--- src/rtl/fetch_unit_if.sv ---
// ---------------------------------------------------------------------------
// ctrl_bus_if -- shared clock/reset bundle for the fetch stage.
//
// Signals:
//   clk    rising-edge clock
//   reset  synchronous active-high reset
//
// Modports:
//   master   drives clk/reset (clock/reset generator)
//   slave    consumes clk/reset
//   central  consumes clk/reset (used by fetch_unit)
// ---------------------------------------------------------------------------
interface ctrl_bus_if;
  logic clk;
  logic reset;

  modport master  (output clk, output reset);
  modport slave   (input  clk, input  reset);
  modport central (input  clk, input  reset);
endinterface

--- src/rtl/fetch_unit.sv ---
// ---------------------------------------------------------------------------
// fetch_unit -- instruction fetch stage with an instruction-memory
// request/ack handshake, a decode-stall hold buffer and redirect handling.
//
// States:
//   FETCH  request at pc_f, pass instruction straight through to IF/ID
//   HOLD   instruction arrived while decode stalled; replay it from buffer
//   DRAIN  redirect arrived with a request still open; finish that request
//          at its original address and throw the data away
//
// Ports:
//   ctrl_bus     ctrl_bus_if.central (clk, synchronous active-high reset)
//   stall_d      decode stall from hazard unit
//   redirect     taken branch/jump resolved in decode
//   redirect_pc  redirect target (low two bits ignored)
//   imem_req     instruction memory request
//   imem_addr    request address
//   imem_ack     request completes this cycle (same-cycle ack allowed)
//   imem_rdata   instruction data, valid with imem_ack
//   inst_f       instruction to IF/ID data input
//   pc_f         address of current fetch
//   pc_plus4_f   pc_f + 4, wraps modulo 2^32
//   if_id_enab   IF/ID register enable
//   if_id_flush  IF/ID register reset (loads nop 32'h0000_0020)
//
// Optional feature (macro FETCH_PERF_EN):
//   bubble_cnt   saturating count of bubble cycles
//   redirect_cnt saturating count of redirect cycles
// ---------------------------------------------------------------------------
module fetch_unit #(
  parameter logic [31:0] RESET_PC = 32'h0000_0000
) (
  ctrl_bus_if.central ctrl_bus,
  input  logic        stall_d,
  input  logic        redirect,
  input  logic [31:0] redirect_pc,
  output logic        imem_req,
  output logic [31:0] imem_addr,
  input  logic        imem_ack,
  input  logic [31:0] imem_rdata,
  output logic [31:0] inst_f,
  output logic [31:0] pc_f,
  output logic [31:0] pc_plus4_f,
  output logic        if_id_enab,
`ifdef FETCH_PERF_EN
  output logic        if_id_flush,
  output logic [31:0] bubble_cnt,
  output logic [31:0] redirect_cnt
`else
  output logic        if_id_flush
`endif
);

  localparam logic [31:0] NOP_INST = 32'h0000_0020;

  typedef enum logic [1:0] {
    ST_FETCH = 2'd0,
    ST_DRAIN = 2'd1,
    ST_HOLD  = 2'd2
  } state_t;

  state_t      state_r, state_next;
  logic [31:0] pc_r, pc_next;
  logic [31:0] hold_buf_r, hold_buf_next;
  logic [31:0] drain_addr_r, drain_addr_next;
  logic [31:0] redirect_target;

  // Targets are word aligned; the low bits of redirect_pc are dropped.
  assign redirect_target = redirect_pc & 32'hFFFF_FFFC;
  assign pc_f            = pc_r;
  assign pc_plus4_f      = pc_r + 32'd4;

  // State and datapath registers with synchronous reset.
  always_ff @(posedge ctrl_bus.clk) begin
    if (ctrl_bus.reset) begin
      state_r      <= ST_FETCH;
      pc_r         <= RESET_PC;
      hold_buf_r   <= NOP_INST;
      drain_addr_r <= 32'h0000_0000;
    end else begin
      state_r      <= state_next;
      pc_r         <= pc_next;
      hold_buf_r   <= hold_buf_next;
      drain_addr_r <= drain_addr_next;
    end
  end

  // Next-state and next-datapath logic; redirect outranks stall everywhere.
  always_comb begin
    state_next      = state_r;
    pc_next         = pc_r;
    hold_buf_next   = hold_buf_r;
    drain_addr_next = drain_addr_r;
    case (state_r)
      ST_FETCH: begin
        if (redirect) begin
          pc_next = redirect_target;
          if (imem_ack) begin
            state_next = ST_FETCH;
          end else begin
            // Request still open: remember its address so it can complete
            // unchanged before the new target is requested.
            drain_addr_next = pc_r;
            state_next      = ST_DRAIN;
          end
        end else if (imem_ack && !stall_d) begin
          pc_next = pc_plus4_f;
        end else if (imem_ack && stall_d) begin
          hold_buf_next = imem_rdata;
          state_next    = ST_HOLD;
        end else begin
          state_next = ST_FETCH;
        end
      end
      ST_HOLD: begin
        if (redirect) begin
          pc_next    = redirect_target;
          state_next = ST_FETCH;
        end else if (!stall_d) begin
          pc_next    = pc_plus4_f;
          state_next = ST_FETCH;
        end else begin
          state_next = ST_HOLD;
        end
      end
      ST_DRAIN: begin
        // A further redirect only retargets pc; the drain address is fixed.
        if (redirect) begin
          pc_next = redirect_target;
        end else begin
          pc_next = pc_r;
        end
        if (imem_ack) begin
          state_next = ST_FETCH;
        end else begin
          state_next = ST_DRAIN;
        end
      end
      default: begin
        state_next = ST_FETCH;
      end
    endcase
  end

  // Output decode; reset forces a flushed, idle front end.
  always_comb begin
    imem_req    = 1'b0;
    imem_addr   = pc_r;
    inst_f      = hold_buf_r;
    if_id_enab  = 1'b0;
    if_id_flush = 1'b0;
    if (ctrl_bus.reset) begin
      if_id_flush = 1'b1;
    end else begin
      case (state_r)
        ST_FETCH: begin
          imem_req  = 1'b1;
          imem_addr = pc_r;
          inst_f    = imem_rdata;
          if (redirect) begin
            if_id_flush = 1'b1;
          end else if (!stall_d) begin
            if_id_enab  = imem_ack;
            if_id_flush = !imem_ack;
          end else begin
            if_id_enab  = 1'b0;
          end
        end
        ST_HOLD: begin
          imem_req = 1'b0;
          inst_f   = hold_buf_r;
          if (redirect) begin
            if_id_flush = 1'b1;
          end else begin
            if_id_enab = !stall_d;
          end
        end
        ST_DRAIN: begin
          imem_req  = 1'b1;
          imem_addr = drain_addr_r;
          inst_f    = NOP_INST;
          if (redirect) begin
            if_id_flush = 1'b1;
          end else begin
            if_id_flush = !stall_d;
          end
        end
        default: begin
          if_id_flush = 1'b1;
        end
      endcase
    end
  end

`ifdef FETCH_PERF_EN
  logic bubble_evt;
  logic redirect_evt;

  // A bubble is a flush not caused by redirect or reset.
  assign bubble_evt   = !ctrl_bus.reset && !redirect && !stall_d &&
                        (((state_r == ST_FETCH) && !imem_ack) ||
                         (state_r == ST_DRAIN));
  assign redirect_evt = !ctrl_bus.reset && redirect;

  // Saturating performance counters.
  always_ff @(posedge ctrl_bus.clk) begin
    if (ctrl_bus.reset) begin
      bubble_cnt   <= 32'h0000_0000;
      redirect_cnt <= 32'h0000_0000;
    end else begin
      if (bubble_evt && (bubble_cnt != 32'hFFFF_FFFF)) begin
        bubble_cnt <= bubble_cnt + 32'd1;
      end
      if (redirect_evt && (redirect_cnt != 32'hFFFF_FFFF)) begin
        redirect_cnt <= redirect_cnt + 32'd1;
      end
    end
  end
`endif

endmodule

--- src/flat_wrapper.sv ---
// flat-port wrapper written by rule: the top's interface ports become plain ports
module fetch_unit_flat 
#(
  parameter logic [31:0] RESET_PC = 32'h0000_0000
)
  (stall_d, redirect, redirect_pc, imem_req, imem_addr, imem_ack, imem_rdata, inst_f, pc_f, pc_plus4_f, if_id_enab, if_id_flush, ctrl_bus_clk, ctrl_bus_reset);
  ctrl_bus_if ctrl_bus_i ();
  input  logic stall_d;
  input  logic redirect;
  input  logic [31:0] redirect_pc;
  output logic imem_req;
  output logic [31:0] imem_addr;
  input  logic imem_ack;
  input  logic [31:0] imem_rdata;
  output logic [31:0] inst_f;
  output logic [31:0] pc_f;
  output logic [31:0] pc_plus4_f;
  output logic if_id_enab;
  output logic if_id_flush;
  input wire logic [$bits(ctrl_bus_i.clk)-1:0] ctrl_bus_clk;
  input wire logic [$bits(ctrl_bus_i.reset)-1:0] ctrl_bus_reset;
  assign ctrl_bus_i.clk = ctrl_bus_clk;
  assign ctrl_bus_i.reset = ctrl_bus_reset;
  fetch_unit #(.RESET_PC(RESET_PC)) u_core (.ctrl_bus(ctrl_bus_i), .stall_d(stall_d), .redirect(redirect), .redirect_pc(redirect_pc), .imem_req(imem_req), .imem_addr(imem_addr), .imem_ack(imem_ack), .imem_rdata(imem_rdata), .inst_f(inst_f), .pc_f(pc_f), .pc_plus4_f(pc_plus4_f), .if_id_enab(if_id_enab), .if_id_flush(if_id_flush));
endmodule
--- config.mk ---
export PLATFORM = sky130hd
export DESIGN_NAME = fetch_unit_flat
export DESIGN_NICKNAME = d
export VERILOG_FILES = /design/src/rtl/fetch_unit_if.sv /design/src/rtl/fetch_unit.sv /design/src/flat_wrapper.sv
export SDC_FILE = /design/constraint.sdc
export NUM_CORES = 1
export LEC_CHECK = 0
export CAP_MARGIN = 20
export CORE_ASPECT_RATIO = 0.6
export CORE_MARGIN = 5
export CORE_UTILIZATION = 45
export DETAILED_ROUTE_END_ITERATION = 10
export PLACE_DENSITY = 0.81
export SLEW_MARGIN = 40
export SYNTH_ARGS = -nofsm -noshare
export SYNTH_HDL_FRONTEND = slang
export SYNTH_SLANG_ARGS = --single-unit
--- constraint.sdc ---
create_clock -name ctrl_bus_clk -period 2.9 [get_ports ctrl_bus_clk]
set_input_delay 0.725 -clock ctrl_bus_clk [delete_from_list [all_inputs] [get_ports ctrl_bus_clk]]
set_output_delay 0.725 -clock ctrl_bus_clk [all_outputs]
set_load 0.01 [all_outputs]
==> results of run 1 <==
## power by group through the flow
stage	sequential, uW	clock (uW)	combinational (uW)
after global routing	1400	1270	1010
after floorplan	1430	0	420
final	1400	1200	940
after global placement	1420	0	930
after CTS	1390	1220	921
after detailed placement	1420	0	938
## registers in the layout (all words and copies together), names as in the netlist
name and count:
u_core.drain_addr_r 30, u_core.hold_buf_r 32, u_core.pc_f 30, u_core.state_r 2
## cells in the mapped netlist (all sizes together) (12+ instances only)
cell type,number,area (sq um)
a22o,31,272
buf,35,210
nor3,15,85.1
nand3,22,115
o21ai,30,150
nand2,164,616
dfxtp,94,1880
mux2,23,259
xnor2,20,175
inv,12,45.0
nor2,31,121
clkbuf,45,169
a21oi,74,370
## worst max path at each step
stage,startpoint,endpoint,slack (ns),cells past startpoint
after floorplan,ctrl_bus_reset,imem_addr[29],0.10,7
after global placement,ctrl_bus_reset,imem_addr[25],-0.15,7
after detailed placement,ctrl_bus_reset,imem_addr[13],-0.19,7
after CTS,u_core.pc_f[13]$_SDFFE_PP0P_,pc_plus4_f[21],-0.004,5
after global routing,u_core.pc_f[4]$_SDFFE_PP0P_,pc_plus4_f[16],-0.12,6
final,u_core.pc_f[4]$_SDFFE_PP0P_,pc_plus4_f[16],-0.05,6
## worst max-delay path, cell delays in order, from the launching register on
cell and delay (ns):
dfxtp_2 0.42, buf_4 0.17, and3_4 0.23, nand3_1 0.17, nor2_2 0.18, xor2_1 0.15
clkdlybuf4s50_1 0.55
## repair_timing
action	CTS	global route
cloned	3	2
resized for setup	98	65
setup endpoints to repair	82	53
pin swaps	12	4
buffers inserted	12	8
## cell type report
class | instances | area share [%]
multi-input cells | 534 | 39.0
repair buffers | 300 | 32.5
flip-flops and latches | 94 | 22.0
clock buffers | 10 | 2.78
well taps | 165 | 2.40
clock inverters | 5 | 0.698
inverters | 14 | 0.610
## cell families after synthesis
kind of cell / after synthesis / synth area share, %
xor gates and xnor gates: 28 / 4.45
other: 1 / 0.0680
buffers and inverters: 94 / 7.82
DFF: 94 / 34.1
AOI/OAI and AO/OA: 190 / 22.5
and+or+nand+nor: 284 / 25.7
muxes: 25 / 5.06
adders and majority gates: 1 / 0.227
## through the flow
stage,util [%],TNS [ns]
floorplan,-,0
finish,71.6,-0.0747
global placement,66.3,-5.13
global route,71.6,-0.269
CTS,70.3,-0.00354
detailed placement,66.3,-5.52
## metal layers
metal,up-vias,share of wire [%]
li1,2983,-
met1,3011,45
met2,331,44
met3,26,10
met4,0,1.4
met5,-,0
==> results.md, run 1 <==
- The number of setup violations in the final report is 3.
- The number of global-route vias before repair is 5,910.
- The number of failing hold endpoints at the final stage is 0.
- The tool flagged a number of max-cap violations equal to 0.
- The netlist area before placement is 5520 sq um.
- Prior to clock tree synthesis, the placed netlist has a worst setup slack of -0.188 ns.
- Entering global routing, the biggest net connects 57 pins.
- For the final database, setup skew stands at 0.00852 ns.
- The aggregate global routing overflow is 0.
- The tree built by TritonCTS fans out to 94 sinks.
- Counting the fill cells in the layout gives 987.
- The remaining antenna violation count after routing is 0.
- The clock-pin slew on the worst setup and hold paths is 0.07 ns.
- The number of buffers inserted by hold repair at cts is 0.
- The final reports fail on negative setup slack.
- For this run, the number of standard cells in the final layout without fillers is 1,122.
- The number of H-tree levels is 3.
- Leaving out fill and tap cells, the most frequent cells in the layout are 164 x nand2_1, 116 x clkdlybuf4s50_1, 93 x buf_4.
- The number of enable flip-flop cells after synthesis is 0.
- The total count of max-transition violations in the final report is 0.
- The fraction of final layout cells sized beyond drive strength 1 is 21.8%.
- The number of buffer cells added on primary ports is 191.
- In this run, CTS created clock tree buffers numbering 9.
- The initialized floorplan defines 31 standard-cell rows.
- The part of the cycle the worst path needs is 102%.
- The data arrival time of the critical path is 2.22 ns.
- The run finished, with violations left.
- The internal power of the cells totals 2520 uW.
- The worst setup path is of the flop to output port kind.
- The peak supply drop is 0.308 mV.
- The hold path endpoint is u_core.drain_addr_r[11]$_SDFFE_PP0P_.
- The initial antenna violation count came to 0.
- Summing the sequential cell areas from Yosys gives 34.1% of the chip area.
- The multi-input combinational cells in the finished layout cover a total of 3360 sq um.
- The first detailed-routing pass ran for 5 iterations.
- The analysis attributes to net switching a power of 1030 uW.
- The leading cell type in the layout, fill and taps excluded is nand2_1.
- Net switching is 29.0% of the power.
- The first global-routing pass estimated 31,700 microns of wire.
- Data on the critical path is required at its endpoint by 2.17 ns.
- For this run, global-route usage on met2 was measured as 41.7%.
- After the first detailed-routing iteration, the DRC count stood at 522.
- The count of different cell masters after synthesis is 67.
- Power spread over the standard cell area amounts to 411 nW/um^2.
- The count of state elements after synthesis is 94.
- Measured against its own limit, the worst slew margin works out to 59.0%.
- The startpoint of the worst register-to-register path is u_core.state_r[0]$_SDFFE_PP0P_.
- The type of the worst min-delay path is flop to flop.
- The startpoint of the tightest hold check path is u_core.drain_addr_r[11]$_SDFFE_PP0P_.
- In the global route stage, met3 resource usage came out at 7.95%.
- The met1 track utilization from global routing is 37.1%.
- The x dimension of the die is 153 microns.
- After synthesis, the mean cell area works out to 7.69 sq um.
- The number of DRC violations after detailed routing is 0.
- The overall power of the completed layout is 3540 uW.
- The worst reg-to-reg setup slack is 0.94 ns.
- The clock network power share is 34.0%.
- The share of total power dissipated in combinational logic is 26.5%.
- The final hold slack is 0.456 ns.
- The worst register-to-register path has a depth of 8.
- CTS placed an instance of clkbuf_16 at the clock tree root.
- The later pin in the worst-skew pair is clocked with a latency of 0.35 ns.
- The longest clock path from root to sink contains 2 buffers.
- The actual transition at the worst max-transition pin is 0.616 ns.
- The initial standard-cell utilization of the core is 45.9%.
- Setup repair after global routing could not meet its margin everywhere.
- In the final routed layout, each cell accounts on average for 18.4 microns.
- The die covers 14,600 sq um.
- The overall routed net length is 20,600 microns.
- The die is 95.8 microns tall.
- The final layout contains 1,023 nets.
- The footprint of the flip-flops and latches is 1890 sq um.
- In the global route stage, overall resource usage came out at 26.8%.
- The time the final worst path needs with I/O delays and setup is 2.95 ns.
- Compared with the post-synthesis result, the final layout area differs by 56.0%.
- The I/O pin count is 200.
- The average via count per standard cell is 5.66.
- The analysis attributes to cell leakage a power of 0.00368 uW.
- The worst hold path cell count is 2.
- The Yosys step of the flow raised 0 warnings.
- The peak clock frequency supported by timing is 339 MHz.
- The post-layout instance area is 8610 sq um.
- The startpoint type of the worst setup path is a flop.
- In this run the critical register-to-register path is captured at u_core.pc_f[30]$_SDFFE_PP0P_.
- The commonest register cell after synthesis is dfxtp_1.
- The routed layout has 6,351 vias.
- STA classifies the critical path endpoint as an output port.
- The number of cells produced by synthesis is 717.
- Once detailed placement completed, the half-perimeter wirelength came to 14,300 microns.
- The maximum fanout encountered on the critical timing path is 6.
- The TritonCTS clock tree is built.
- The count of antenna diodes in the layout is 0.
- The final weighted congestion in routability-driven placement is 0.904.
- The share of flip-flops with an asynchronous set or reset after synthesis is 0%.
- The number of placed cells counting well taps is 1,082.
- Sequential cells burn 39.5% of the power.
- The placeable core region is 12,000 sq um.
- The global-route layer with the greatest usage is met2.
- In this run the cell area measured after placement is 7970 sq um.
- The post-layout worst setup margin is -0.0464 ns.
Note: power is estimated with default switching activity, not from simulation.
==> run 2, diff against run 1 <==
SETUP_SLACK_MARGIN = 0.15   (was not set)
SKIP_LAST_GASP = 1   (was not set)
==> run 2 against run 1 <==
- the flow now finishes without violations
- critical path type is now flop to flop
- clock power is 20% higher
- power is 8.0% higher
- critical path depth is 10 higher
- count of clock-buffer cells in the layout is 1 lower
==> results.md, run 2 (same netlist as run 1, synthesis figures left out) <==
- The TritonCTS clock tree is built.
- The worst setup path is launched from a flop.
- The kind of end point of the critical path is a flop.
- At the end of routability-driven placement, the weighted congestion stood at 0.934.
- The number of setup violations in the final report is 0.
- Setup repair after global routing could not meet its margin everywhere.
- Across all layers, the routed design uses 6,739 vias.
- The peak supply drop is 0.388 mV.
- The time the final worst path needs with I/O delays and setup is 2.89 ns.
- Leaving out fill and tap cells, the most frequent cell in the layout is nand2_1.
- Entering global routing, the biggest net connects 58 pins.
- The average via count per standard cell is 5.85.
- The switching power is 1050 uW.
- After floorplanning, the core was divided into 31 placement rows.
- The detail route stage leaves a number of antenna-violating nets equal to 0.
- The combinational share of power is 25.7%.
- The library cells used most frequently in the layout, excluding fill and tap cells, are 163 x nand2_1, 121 x buf_4, 106 x clkdlybuf4s50_1.
- For the worst setup path, the data required time is 3.13 ns.
- The aggregate global routing overflow is 0.
- Power spread over the standard cell area amounts to 424 nW/um^2.
- The overall routed net length is 23,000 microns.
- The count of antenna diodes in the layout is 0.
- During I/O placement, the number of pins put on the boundary was 200.
- The net total in the final layout is 1,053.
- For this run, design rule violations remaining after detail routing come to 0.
- The data arrival time of the critical path is 3.12 ns.
- The longest clock path from root to sink contains 2 buffers.
- Once the floorplan was initialized, standard cells occupied 45.9% of the core.
- The worst pin sits at a relative slew slack of 57.0%.
- The number of max-cap violations is 0.
- The peak clock frequency supported by timing is 346 MHz.
- The clock-pin slew on the worst setup and hold paths is 0.07 ns.
- The die is 95.8 microns tall.
- At the pin with the least slew margin, the transition time is 0.644 ns.
- The clock network power share is 37.6%.
- The initial antenna violation count is 0.
- The leakage component of the power is 0.00405 uW.
- The fraction of final layout cells sized beyond drive strength 1 is 27.4%.
- The met1 track utilization from global routing is 37.9%.
- In the global route stage, overall resource usage came out at 28.0%.
- For this run, the share of the core covered by cells in the final layout is 75.0%.
- The placeable core region is 12,000 sq um.
- The register name with the most flops is u_core.hold_buf_r.
- The die is 153 microns wide.
- The global-route layer with the greatest usage is met2.
- The number of flip-flops under the largest register name is 32.
- The met3 capacity usage during global routing is 8.13%.
- The number of global-route vias before repair is 6,200.
- Summed over all nets, the half-perimeter wirelength after detailed placement is 14,300 microns.
- The number of buffer cells added on primary ports is 191.
- From synthesis to final layout, the design area changed by 63.6%.
- The root buffer cell is clkbuf_16.
- After layout, the worst path uses 99.5% of the clock period.
- The number of H-tree levels is 3.
- The met2 global-route usage is 44.3%.
- The final worst clock skew is 0.00537 ns.
- The number of placed cells counting well taps is 1,080.
- The number of detailed-route iterations in the first pass is 6.
- The detailed router's first-iteration violation count is 664.
- The clock latency on the worst-skew pair is 0.34 ns.
- The detailed-route wire length per cell is 20.0 microns.
- The die area is 14,600 sq um.
- The maximum fanout encountered on the critical timing path is 4.
- After routing, the total negative slack on setup checks comes to 0 ns.
- The switching share of total power is 27.5%.
- The clock buffer count from CTS is 9.
- The internal power is 2770 uW.
- The category of the critical setup timing path is flop to flop.
- The type of the worst min-delay path is flop to flop.
- The number of standard cells in the final layout excluding fillers is 1,152.
- The run finished with clean final reports.
- The total count of max-transition violations in the final report is 0.
- The number of sinks on the clock net is 94.
- The share of total power dissipated in sequential elements is 36.7%.
- The wire length of the first global-routing pass is 32,900 microns.
- The number of failing hold endpoints at the final stage was 0.
==> run 2: timing repair <==
| action | in CTS | in global routing |
|---|---|---|
| cloned | 3 | 0 |
| hold buffers | 0 | 0 |
| setup endpoints to repair | 88 | 72 |
| pin swaps | 12 | 13 |
| endpoints found under the hold margin | 0 | 0 |
| resized for setup | 147 | 126 |
| buffers inserted | 34 | 20 |
==> run 2: power by group through the flow <==
stage          logic, uW  clock network (uW)  registers, uW
3_5_place_dp         937                   0           1420
6_report             982                1440           1400
2_1_floorplan        421                   0           1430
5_1_grt             1040                1500           1410
3_3_place_gp         929                   0           1420
4_1_cts              930                1450           1400
==> run 2: critical path: stages, from the launching register on <==
cell	delay (ns)
dfxtp_2	0.36
buf_6	0.12
nand4_4	0.14
buf_6	0.17
nor3_4	0.16
buf_4	0.15
nand4_1	0.17
buf_4	0.21
buf_4	0.12
buf_4	0.12
buf_4	0.12
buf_4	0.13
buf_4	0.12
buf_4	0.12
buf_4	0.12
and3_1	0.15
o31a_1	0.28
==> run 2: final timing paths <==
check                                       startpoint                              endpoint  slack [ns]  cells past startpoint
hold / removal    u_core.drain_addr_r[14]$_SDFFE_PP0P_  u_core.drain_addr_r[14]$_SDFFE_PP0P_        0.45                      2
setup reg to reg           u_core.pc_f[2]$_SDFFE_PP0P_          u_core.pc_f[31]$_SDFFE_PP0P_        0.01                     16
setup / recovery           u_core.pc_f[2]$_SDFFE_PP0P_          u_core.pc_f[31]$_SDFFE_PP0P_        0.01                     16
hold reg to reg   u_core.drain_addr_r[14]$_SDFFE_PP0P_  u_core.drain_addr_r[14]$_SDFFE_PP0P_        0.45                      2
==> run 2: routing by layer <==
| metal | part of all wire [%] | wire [microns] | vias up |
|---|---|---|---|
| li1 | - | - | 3040 |
| met1 | 40 | 9170 | 3145 |
| met2 | 44 | 10100 | 473 |
| met3 | 13 | 2990 | 81 |
| met4 | 3.3 | 770 | 0 |
| met5 | 0 | 0 | - |
==> run 2: cell type report <==
| class | instances | area, sq um |
|---|---|---|
| inverter | 14 | 52.6 |
| tap | 165 | 206 |
| timing repair buffer | 330 | 3050 |
| sequential | 94 | 1900 |
| clock inverter | 6 | 134 |
| clock buffer | 9 | 225 |
| fill | 840 | 3000 |
| multi-input combinational | 534 | 3450 |
==> run 2: through the flow <==
step | hold WS, ns | worst slack (ns) | cell area [sq um] | total power (uW)
5_1_grt | 0.476 | -0.0334 | 9020 | 3950
2_1_floorplan | 0.433 | 0.198 | 5540 | 1850
4_1_cts | 0.455 | -0.0366 | 8630 | 3780
6_report | 0.453 | 0.0136 | 9020 | 3820
3_5_place_dp | 0.444 | -0.212 | 7930 | 2360
3_3_place_gp | 0.442 | -0.179 | 7930 | 2350
==> run 3, diff against run 2 <==
==> constraint.sdc (replaced) <==
create_clock -name ctrl_bus_clk -period 2.9 [get_ports ctrl_bus_clk]
set_input_delay 0.725 -clock ctrl_bus_clk [delete_from_list [all_inputs] [get_ports ctrl_bus_clk]]
set_output_delay 0.725 -clock ctrl_bus_clk [all_outputs]
set_load 0.005 [all_outputs]
==> run 3 against run 2 <==
- largest cell class unchanged
- critical endpoint unchanged
- setup slack worse by 0.026 ns
- combinational power decreased by 1%
- the flow now finishes with violations (negative setup slack)
- fmax down 0.91%
- highest routed layer unchanged
==> results.md, run 3 (same netlist as run 1, synthesis figures left out) <==
- Leaving out fill and tap cells, the most frequent cell in the layout is nand2_1.
- The most prevalent standard cell on the critical path is buf_4.
- The clock-pin slew on the worst setup and hold paths is 0.08 ns.
- The fraction of final layout cells sized beyond drive strength 1 is 31.0%.
- Among all stages on the critical path, the largest delay is contributed by dfxtp_4.
- Dividing the detail-routed via count by the number of cells gives 5.96.
- For this design the ratio of total power to cell area is 386 nW/um^2.
- The number of failing hold endpoints at the final stage came to 0.
- For the final database, setup skew stands at 0.0130 ns.
- The internal power of the cells totals 2530 uW.
- The number of sinks on the clock net is 94.
- The kind of end point of the critical path is a flop.
- The initial standard-cell utilization of the core is 45.9%.
- Setup violations remaining at the end of the flow were counted as 1.
- The share of total power dissipated in the clock network is 33.8%.
- The run finished, with violations left.
- The repair_antennas step left the layout with diodes totalling 0.
- The worst setup path is launched from a flop.
- Once routing completed, OpenROAD measured the worst setup slack at -0.0129 ns.
- In this run the cell area measured after placement is 7920 sq um.
- The placeable core region is 12,000 sq um.
- The number of buffers and inverters on the critical path is 11.
- IR analysis of the VDD net gives a maximum drop of 0.324 mV.
- Walking the worst path, the cells encountered are nand4_4 > buf_8 > nor2_4 > nand4_1 > buf_4 > buf_4 > buf_4 > buf_4 > buf_4 > buf_4 > buf_4 > buf_4 > buf_4 > buf_4 > and3_4 > o31a_1.
- Global routing used 29.4% of the available tracks across all layers.
- After detailed routing, the number of remaining DRC violations is 0.
- The maximum fanout encountered on the critical timing path is 5.
- The number of global-route vias before repair is 6,399.
- The analysis attributes to net switching a power of 1050 uW.
- In this run the remaining antenna-violating nets after routing total 0.
- The TritonCTS clock tree is built.
- The I/O pin count is 200.
- The number of flip-flops under the largest register name is 32.
- The total vias in the final route is 7,006.
- After filler insertion, the fill cell instance count of the layout stands at 763.
- In this run the static leakage power is 0.00424 uW.
- The wire length of the first global-routing pass is 34,500 microns.
- For this run, the slowest stage of the critical path takes 0.40 ns.
- The area growth from synthesis to final layout is 68.5%.
- The path class of the tightest hold or removal check is flop to flop.
- From bottom edge to top edge, the die measures 95.8 microns.
- The clock latency on the worst-skew pair is 0.35 ns.
- The footprint of the flip-flops and latches is 1920 sq um.
- The net total in the final layout is 1,076.
- Counting tap cells, the placed design contains a total of 1,079 instances.
- The number of max-cap violations is 0.
- The largest net degree at the start of global routing is 57.
- The worst path in the final design needs a cycle of 2.91 ns, including I/O delays and setup.
- Static timing analysis puts the maximum clock frequency at 343 MHz.
- Setup repair after global routing could not meet its margin everywhere.
- For this block, the routed nets add up to 24,600 microns of wire.
- The overall power of the completed layout is 3590 uW.
- The part of the cycle the worst path needs is 100%.
- Summing all non-filler instances in the final layout gives an area of 9290 sq um.
- The die area is 14,600 sq um.
- The standard-cell row count is 31.
- After the first detailed-routing iteration, the DRC count stood at 940.
- Data on the critical path is required at its endpoint by 3.14 ns.
- The combinational share of power is 27.0%.
- The x dimension of the die is 153 microns.
- Summing all multi-input logic gate instances after layout gives 3530 sq um.
- The number of standard cells in the final layout excluding fillers is 1,176.
- In this run the deepest clock path goes through 2 buffers.
- The root buffer cell is clkbuf_16.
- The detailed-placement wirelength estimate is 14,200 microns.
- The category of the critical setup timing path is flop to flop.
- The final reports fail on negative setup slack.
- In this run the number of H-tree levels came out at 3.
- In the final routed layout, each cell accounts on average for 20.9 microns.
- The clock buffer count from CTS is 9.
- The first detailed-routing pass ran for 6 iterations.
- Buffers inserted to repair hold after CTS numbered 0.
- The register name with the most flops is u_core.hold_buf_r.
- The actual transition at the worst max-transition pin is 0.623 ns.
- The data arrival time of the critical path is 3.15 ns.
- The total count of max-transition violations in the final report came to 0.
- In this run the tool buffered the top-level ports with 191 buffer cells.
- The initial antenna violation count came to 0.
- In the layout the commonest cells are 162 x nand2_1, 133 x buf_4, 111 x clkdlybuf4s50_1.
- Net switching is 29.3% of the power.
- In this design, the largest share of critical-path delay is due to buffers and inverters.
- Registers are responsible for 39.1% of the overall power.
- The aggregate global routing overflow is 0.
- The final weighted congestion in routability-driven placement is 0.915.
- The worst slew margin relative to its limit is 58.5%.
[run 3: cell count changes in the layout (fill, tap and decap cells not counted), moves of 4 or more]
cell | previous run | this run
o21ai_0 | 25 | 21
nand3_1 | 19 | 15
clkdlybuf4s50_1 | 106 | 111
buf_2 | 5 | 9
clkbuf_2 | 12 | 16
dlygate4sd2_1 | 25 | 17
dfxtp_1 | 80 | 76
dfxtp_4 | 2 | 6
buf_4 | 121 | 133
[run 3: final cells by class]
class / instances / share of cell area (%)
multi-input cells: 534 / 38.0
repair buffers: 353 / 35.4
flip-flops and latches: 94 / 20.7
clock buffers: 10 / 2.46
well taps: 165 / 2.22
clock inverters: 6 / 0.660
inverters: 14 / 0.565
[run 3: path summary, 6_finish.rpt]
check / start / endpoint / slack (ns) / cells after the start
min: u_core.drain_addr_r[8]$_SDFFE_PP0P_ / u_core.drain_addr_r[8]$_SDFFE_PP0P_ / 0.46 / 2
max: u_core.pc_f[10]$_SDFFE_PP0P_ / u_core.pc_f[31]$_SDFFE_PP0P_ / -0.01 / 16
max reg2reg: u_core.pc_f[10]$_SDFFE_PP0P_ / u_core.pc_f[31]$_SDFFE_PP0P_ / -0.01 / 16
min reg2reg: u_core.drain_addr_r[8]$_SDFFE_PP0P_ / u_core.drain_addr_r[8]$_SDFFE_PP0P_ / 0.46 / 2
[run 3: worst reg2reg max path, stage by stage (launching register included)]
cell and delay [ns]:
dfxtp_4 0.40, nand4_4 0.19, buf_8 0.19, nor2_4 0.13
nand4_1 0.16, buf_4 0.18, buf_4 0.13, buf_4 0.13
buf_4 0.12, buf_4 0.12, buf_4 0.12, buf_4 0.12
buf_4 0.12, buf_4 0.12, buf_4 0.13, and3_4 0.16
o31a_1 0.27
[run 3: timing repair]
item,4_1_cts,5_1_grt
endpoints found under the setup margin,88,74
pin swaps,20,22
cloned,4,2
resized for setup,182,125
buffers inserted,49,26
[run 3: power groups by stage]
stage	Clock [uW]	Combinational, uW	Sequential [uW]
2_1_floorplan	0	380	1410
3_3_place_gp	0	877	1420
3_5_place_dp	0	885	1420
4_1_cts	1200	902	1400
5_1_grt	1260	1030	1410
6_report	1210	969	1400
[run 3: layer usage]
metal | global-route usage (%) | vias up | share of wire (%) | routed length (microns)
li1 | - | 3082 | - | -
met1 | 38.9 | 3308 | 40 | 9850
met2 | 45.6 | 523 | 44 | 10800
met3 | 9.97 | 93 | 12 | 2980
met4 | 9.41 | 0 | 3.8 | 926
met5 | 0 | - | 0 | 0
[run 3: through the flow]
| stage | util [%] | setup slack [ns] | hold WS, ns | TNS, ns |
|---|---|---|---|---|
| after global placement | 65.9 | -0.123 | 0.440 | -4.02 |
| after global routing | 77.3 | -0.101 | 0.481 | -0.130 |
| after floorplan | - | 0.159 | 0.433 | 0 |
| after detailed placement | 65.9 | -0.144 | 0.448 | -4.15 |
| final | 77.3 | -0.0129 | 0.458 | -0.0129 |
| after CTS | 73.9 | 0.0303 | 0.457 | 0 |
